[config.mk]
export PLATFORM = sky130hd
export DESIGN_NAME = audio_pdm
export DESIGN_NICKNAME = d
export VERILOG_FILES = /design/src/rtl/snd_pkg.sv /design/src/rtl/sd2_mod.sv /design/src/rtl/audio_pdm.sv
export SDC_FILE = /design/constraint.sdc
export NUM_CORES = 1
export LEC_CHECK = 0
export CORE_MARGIN = 3
export CORE_UTILIZATION = 60
export DETAILED_ROUTE_END_ITERATION = 16
export GPL_TIMING_DRIVEN = 0
export HOLD_SLACK_MARGIN = 0.03
export PLACE_DENSITY_LB_ADDON = 0.2
export SLEW_MARGIN = 40
export SYNTH_ARGS = -nofsm -noshare
export SYNTH_HDL_FRONTEND = slang
export SYNTH_SLANG_ARGS = --single-unit
[constraint.sdc]
create_clock -name clk -period 11.35 [get_ports clk]
set_input_delay 2.27 -clock clk [delete_from_list [all_inputs] [get_ports clk]]
set_output_delay 2.27 -clock clk [all_outputs]
set_load 0.02 [all_outputs]
[src/rtl/snd_pkg.sv]
// Shared sample/integrator types and the integrator clamp used by the audio PDM path.
package snd_pkg;
   localparam int PCM_W   = 16;
   localparam int INT_W   = 20;
   localparam int FS      = 2**15;
   localparam int INT_MAX = 2**(INT_W-1) - 1;

   typedef logic signed [PCM_W-1:0] pcm_t;
   typedef logic signed [INT_W-1:0] integ_t;
   // Two guard bits hold int + x - fb without wrapping before the clamp.
   typedef logic signed [INT_W+1:0] wide_t;

   function automatic integ_t sat_int(input wide_t v);
      if (v > wide_t'(INT_MAX))
         return integ_t'(INT_MAX);
      else if (v < -wide_t'(INT_MAX))
         return integ_t'(-INT_MAX);
      else
         return integ_t'(v);
   endfunction
endpackage

[src/rtl/sd2_mod.sv]
// 2nd-order delta-sigma core, advances one step per ce; 1-cycle register latency, no backpressure.
module sd2_mod
   import snd_pkg::*;
(
   input  logic clk,
   input  logic async_nreset,
   input  logic ce,
   input  pcm_t x,
   output logic pdm_out,
   output logic clip
);
   integ_t int1;
   integ_t int2;
   integ_t int1_nx;
   integ_t int2_nx;
   wide_t  fb;
   wide_t  sum1;
   wide_t  sum2;
   logic   clamped;

   always_comb begin
      fb      = pdm_out ? wide_t'(FS) : -wide_t'(FS);
      sum1    = wide_t'(int1) + wide_t'(x) - fb;
      int1_nx = sat_int(sum1);
      // Second stage integrates the already-updated first stage.
      sum2    = wide_t'(int2) + wide_t'(int1_nx) - fb;
      int2_nx = sat_int(sum2);
      clamped = (wide_t'(int1_nx) != sum1) || (wide_t'(int2_nx) != sum2);
   end

   always_ff @(posedge clk or negedge async_nreset) begin
      if (!async_nreset) begin
         int1    <= '0;
         int2    <= '0;
         pdm_out <= 1'b0;
         clip    <= 1'b0;
      end else begin
         clip <= 1'b0;
         if (ce) begin
            int1    <= int1_nx;
            int2    <= int2_nx;
            pdm_out <= !int2_nx[INT_W-1];
            clip    <= clamped;
         end
      end
   end
endmodule

[src/rtl/audio_pdm.sv]
// PCM capture, optional DC block (SND_DCBLOCK_EN), volume, divider and 2nd-order PDM to SND_OUT.
// pcm_valid -> scaled in 2 cycles (3 with DC block); no backpressure, samples are strobed in.
module audio_pdm
   import snd_pkg::*;
#(
   parameter int CLK_DIV  = 4,
   parameter int DC_SHIFT = 10
) (
   input  logic             clk,
   input  logic             async_nreset,
   input  logic [PCM_W-1:0] pcm_in,
   input  logic             pcm_valid,
   input  logic [7:0]       volume,
   input  logic             mute,
   output logic             pdm_out,
   output logic             pdm_ce,
   output logic             clip
);
   localparam int CNT_W = (CLK_DIV > 1) ? $clog2(CLK_DIV) : 1;

   pcm_t               sample_q;
   pcm_t               gain_in;
   pcm_t               scaled;
   logic signed [23:0] product;
   logic [CNT_W-1:0]   cnt;
   logic               ce;

   always_ff @(posedge clk or negedge async_nreset) begin
      if (!async_nreset)
         sample_q <= '0;
      else if (pcm_valid)
         sample_q <= pcm_in;
   end

`ifdef SND_DCBLOCK_EN
   localparam int DC_W = PCM_W + DC_SHIFT;

   logic signed [DC_W-1:0] dc_acc;
   logic signed [DC_W:0]   dc_err;
   logic signed [PCM_W:0]  y_raw;
   pcm_t                   dc_int;
   pcm_t                   y_q;
   logic                   cap_q;

   always_comb begin
      dc_int = dc_acc[DC_W-1:DC_SHIFT];
      dc_err = (DC_W+1)'($signed({sample_q, {DC_SHIFT{1'b0}}})) - (DC_W+1)'(dc_acc);
      y_raw  = (PCM_W+1)'(sample_q) - (PCM_W+1)'(dc_int);
   end

   // cap_q marks the cycle sample_q holds a fresh sample, so the tracker steps once per sample.
   always_ff @(posedge clk or negedge async_nreset) begin
      if (!async_nreset) begin
         dc_acc <= '0;
         y_q    <= '0;
         cap_q  <= 1'b0;
      end else begin
         cap_q <= pcm_valid;
         if (cap_q)
            dc_acc <= dc_acc + DC_W'(dc_err >>> DC_SHIFT);
         if (y_raw[PCM_W] != y_raw[PCM_W-1])
            y_q <= y_raw[PCM_W] ? {1'b1, {(PCM_W-1){1'b0}}} : {1'b0, {(PCM_W-1){1'b1}}};
         else
            y_q <= y_raw[PCM_W-1:0];
      end
   end

   assign gain_in = y_q;
`else
   assign gain_in = sample_q;
`endif

   assign product = 24'(gain_in) * 24'($signed({1'b0, volume}));

   always_ff @(posedge clk or negedge async_nreset) begin
      if (!async_nreset)
         scaled <= '0;
      else
         scaled <= mute ? '0 : pcm_t'(product >>> 8);
   end

   assign ce = (cnt == CNT_W'(CLK_DIV - 1));

   always_ff @(posedge clk or negedge async_nreset) begin
      if (!async_nreset) begin
         cnt    <= '0;
         pdm_ce <= 1'b0;
      end else begin
         cnt    <= ce ? '0 : cnt + CNT_W'(1);
         pdm_ce <= ce;
      end
   end

   sd2_mod u_mod (
      .clk          (clk),
      .async_nreset (async_nreset),
      .ce           (ce),
      .x            (scaled),
      .pdm_out      (pdm_out),
      .clip         (clip)
   );
endmodule

# Yosys cells after proc, flatten, opt, wreduce, memory -nomap -nowiden
# Index checks and enable logic that the tools add are counted.
# W data, S select, Z words.
[op_classes] muxes=8 multipliers=1 addsub=5 n_reduce_logical=2 order_cmp=4 bitwise_logic=0 n_eq_ne=3 shifts=0 div=0
[ops] operator="$mux W20" n=4
[ops] operator="$gt A22 B20 Y1 const B" n=2
[ops] operator="$lt A22 B20 Y1 const B" n=2
[ops] operator="$ne A20 B22 Y1" n=2
[ops] operator="$sub A22 B22 Y22" n=2
[ops] operator="$mul A16 B9 Y24" n=1
[ops] operator="$mux W22" n=1
[ops] operator="$add A20 B16 Y21" n=1
[ops] operator="$add A20 B20 Y21" n=1
[ops] operator="$mux W16" n=1
[ops] operator="$add A2 B1 Y2 const B" n=1
[ops] operator="$eq A2 B2 Y1 const B" n=1
[ops] operator="$mux W2" n=1
[ops] operator="$logic_not A1 Y1" n=1
[ops] operator="$logic_or A1 B1 Y1" n=1
[ops] operator="$mux W1" n=1
[totals] word_cells=31 memories=0 latch_bits=0 reg_bits=77 mem_bits_ro=0 mem_bits_rw=0 in_bits=28

# Longest topological paths before layout
[depth] word_depth=13 depth_mapped=44 depth_no_buf=42

# Cells and area by module
# Synthesis repeated with hierarchy kept, for this count alone.
[unflattened] hier_cells=1342 area_unflattened_um2=11324.6
[by_module_without_submodules] module="audio_pdm" n_inst=1 area_per_inst_um2=5669.2 cells_per_inst=604
[by_module_without_submodules] module="sd2_mod" n_inst=1 area_per_inst_um2=5655.4 cells_per_inst=738

# Worst setup path after synthesis
# No wires, ideal clock.
[synth_timing] kind="reg-to-reg" startpoint="register u_mod.int1[0]" endpoint="register u_mod.int2[6]" arrival_ns=7.974 path_buffers=1 synth_period_minus_slack_ns=8.095 slack_ns=3.255 required_time_ns=11.229 path_stages_with_launch=41 cell_sequence="dfrtp_1 -> ha_1 -> inv_1 -> fa_1 -> nand2b_1 -> a21oi_1 -> o2111ai_1 -> a31oi_1 -> a31oi_1 -> nor2b_1 -> o21a_1 -> nor2_1 -> xnor2_1 -> fa_1 -> a21o_1 -> a21oi_1 -> xnor2_1 -> nor2_1 -> (+5 left out) -> a211oi_2 -> o21ai_1 -> a221oi_2 -> a21oi_1 -> o21ai_0 -> a21boi_0 -> nor2_1 -> inv_1 -> fa_1 -> xor2_1 -> and3_1 -> nand4_1 -> a2111oi_4 -> a41oi_2 -> a21oi_4 -> buf_6 -> nor2_1 -> o22a_1"
[synth_via] elab_chain_cells=10 word_cells_on_any_way=12 classes_between="4 x add/sub; 4 x order compare; 4 x mux"
[synth_lines] element="from (decl)" line="sd2_mod.sv:12" text="integ_t int1;"
[synth_lines] element="from (signal assigned)" line="sd2_mod.sv:40" text="int1 <= int1_nx;"
[synth_lines] element="$add A20 B16 Y21 (*)" line="sd2_mod.sv:23" text="sum1 = wide_t'(int1) + wide_t'(x) - fb;"
[synth_lines] element="$sub A22 B22 Y22 (*)" line="sd2_mod.sv:23"
[synth_lines] element="$lt A22 B20 Y1" line="snd_pkg.sv:16" text="else if (v < -wide_t'(INT_MAX))"
[synth_lines] element="$mux W20" line="snd_pkg.sv:16"
[synth_lines] element="$mux W20 (*)" line="snd_pkg.sv:14" text="if (v > wide_t'(INT_MAX))"
[synth_lines] element="net u_mod.int1_nx[0]" line="sd2_mod.sv:14" text="integ_t int1_nx;"
[synth_lines] element="$add A20 B20 Y21 (*)" line="sd2_mod.sv:26" text="sum2 = wide_t'(int2) + wide_t'(int1_nx) - fb;"
[synth_lines] element="$sub A22 B22 Y22 (*)" line="sd2_mod.sv:26"
[synth_lines] element="$lt A22 B20 Y1" line="snd_pkg.sv:16"
[synth_lines] element="$mux W20" line="snd_pkg.sv:16"
[synth_lines] element="$mux W20 (*)" line="snd_pkg.sv:14"
[synth_lines] element="to (signal assigned)" line="sd2_mod.sv:41" text="int2 <= int2_nx;"
[synth_lines] element="to (decl)" line="sd2_mod.sv:13" text="integ_t int2;"
# The timed path passes the listed nets; every way through them passes the cells marked *.
# A chain may end at the register's enable or synchronous reset.

# Final worst setup path
[layout_timing] startpoint="register u_mod.int1[0]" endpoint="register u_mod.int2[5]"
# Same word-level chain as after synthesis.

==> metrics.txt <==
Synth Flop Type dfrtp_1; initial antenna violation count 0; vias in the first global route between 7000 and 8000; Final GP Congestion 0.8852; share of the synthesized area in the top cell type 20.76%; Worst Setup End Kind flip-flop; CTS buffer count 9; first-pass GRT wire length about 37000 microns; min Tclk post-route between 9 and 10 ns; total congestion overflow 0; CTS max path bufs 2; fraction of layout cells with a size suffix above 1 7.200%; RSZ-0062 raised after global routing no; height of the die 134.7 microns; Yosys reg bits 77; sequential fraction of the synthesis area around a fifth; Mapped Cells about 1100; Layout fillers 1308; total placed cells including tap cells ~1300; DRT iter0 DRCs roughly 450; Ports 31; Worst-Skew Late Latency ~0.36 ns; Hold Path Class reg2reg; Post-synth EDFFs 0; Clock Tree Root clkbuf_16; fraction of registers with async set/reset 100.0%; synth unique cells 81; Setup Skew 0.01538 ns; wire length per cell 16.38 microns; setup slack, reg-to-reg approximately 1.5 ns; core area 16060 sq um; Final Hold Viols 0; DRC viols 0; Die X 134.7 microns; clock sinks 77; Least-Margin Pin Slew around 0.8 ns; r2r endpoint u_mod.int2[5]; final cell count without fillers 1341; fmax 101.5 MHz; All-Layer GR Usage between 20% and 30%; max cap viols 0; max-slew violations 0; Worst-path clk slew about 0.070 ns; endpoint with the worst hold slack cnt[0]; site row count 46; Crit path required time ~12 ns; most frequent cells in the layout 153 x inv_1, 103 x fa_1, 95 x ha_1; final setup fails 0; H-Tree Level Count 3; Avg Inst Size Synth around 9.2 sq um; Fin Setup TNS 0 ns; CP max-delay cell mux2i_1; Synth Cell Area roughly 10000 sq um; I/O Buffers 28; area grow syn2layout 8.996%; syn nets 1306; crit-path max FO 10; starting density of the core between 60 and 70%; via count roughly 8000; worst hold margin roughly 0.44 ns; slowest stage delay, CP 0.66 ns; Final nets between 1000 and 1500; post-DP HPWL between 15000 and 20000 microns; largest net degree at the start of global routing 58; post-cts sizing count 0; commonest non-fill, non-tap cell in the layout inv_1; die footprint around 18000 sq um; Final period util roughly 87%; area leader, netlist fa_1; Slew HR about 44%; status complete, no violations; Ant. Diodes 0; synth top area cells fa_1 21%, dfrtp_1 19%, ha_1 12%, inv_1 5.8%, and2_1 4.9%; vias per cell approximately 5.8; # hold bufs at CTS 0; WL final approximately 22000 microns; hold wc startpoint cnt[0]; post-CTS setup buffers 0; WP data arrival a little over 10 ns; ANT nets after route 0; R2R Path Start u_mod.int1[0]; CTS tree done; Yosys Warn Count 0; First-pass DRT Iterations 6; Setup crit start kind flip-flop; hold path depth 1; reg2reg path depth 40; crit path kind reg2reg
-- cells in the mapped netlist, types with 7 or more instances --
master      n
nand2_1    82
o21a_1     11
a21o_1     18
o21ai_0    28
ha_1       95
a211oi_1    8
clkbuf_1   16
nand4_1     8
and3_1     10
mux2_2     27
nand2b_1   10
dfrtp_1    77
o21ai_1    14
nor2_1     73
nor3_1     16
and2_1     77
nand3_1     9
xnor2_1    27
fa_1      103
xor2_1     24
a21oi_1    35
o211ai_1    9
inv_1     153
a31oi_1    14
nor2b_1     8
or3_1       7
o22a_1     12
-- metrics by stage --
step                      cell area, sq um  util [%]  worst slack [ns]
after global routing                 10820     67.41            0.6969
after floorplan                       9931         -             3.255
after detailed placement             10510     65.45             1.732
after global placement               10480     65.27             1.899
after CTS                            10820     67.41             1.631
final                                10820     67.41             1.498
-- flip-flops by register name, summed over array words and instances (netlist names) --
name,cells
u_mod.int1,20
u_mod.int2,20
gain_in,16
scaled,16
cnt,2
pdm_ce,1
u_mod.clip,1
u_mod.pdm_out,1
-- critical path: cells and delay by family, from the launching register on --
| kind | cells | cell delay (ns) |
|---|---|---|
| xor+xnor | 2 | 0.39 |
| compound gates | 19 | 4.30 |
| simple gates | 10 | 1.72 |
| flops | 1 | 0.36 |
| fa+ha+maj | 6 | 2.09 |
| buf+inv | 2 | 0.27 |
| mux | 1 | 0.66 |
-- cells by family (layout without fill, tap and decap cells) --
group                      after synthesis  count (layout)  synth area share (%)
adders and majority gates              198             198                 32.73
AOI/OAI and AO/OA                      214             214                 15.86
and+or+nand+nor                        327             327                 16.85
DFF                                     77              77                 19.40
muxes                                   31              31                 3.477
xor gates and xnor gates                51              51                 4.498
buffers and inverters                  182             227                 7.182
-- worst max-delay path by stage --
stage,slack (ns),from,end
3_5_place_dp,1.73,u_mod.int1[0],u_mod.int2[5]
3_3_place_gp,1.90,scaled[0],u_mod.int2[6]
4_1_cts,1.63,u_mod.int1[0],u_mod.int2[5]
5_1_grt,0.70,scaled[0],u_mod.int2[5]
6_report,1.50,u_mod.int1[0],u_mod.int2[5]
2_1_floorplan,3.26,u_mod.int1[0],u_mod.int2[6]
-- cell type report --
type                    instances  area [sq um]  area share (%)
clock buffers                   9         225.2           2.081
well taps                     216         270.3           2.497
multi-input cells             821          7291           67.36
inverters                     153         574.3           5.306
clock inverters                 7         88.84          0.8207
plain buffers                  29         138.9           1.283
repair buffers                 29         309.0           2.855
flip-flops and latches         77          1927           17.80
-- layer usage --
layer	part of all wire, %	vias to the layer above	track usage [%]
met3	4.1	55	4.173
met2	48	190	42.47
met1	44	3780	33.52
met5	0	-	0
met4	4.1	0	10.07
li1	-	3749	-
Power is left out: the tool's default activity adds up to more than one toggle a clock period on the data nets, which glitch-free logic cannot reach.
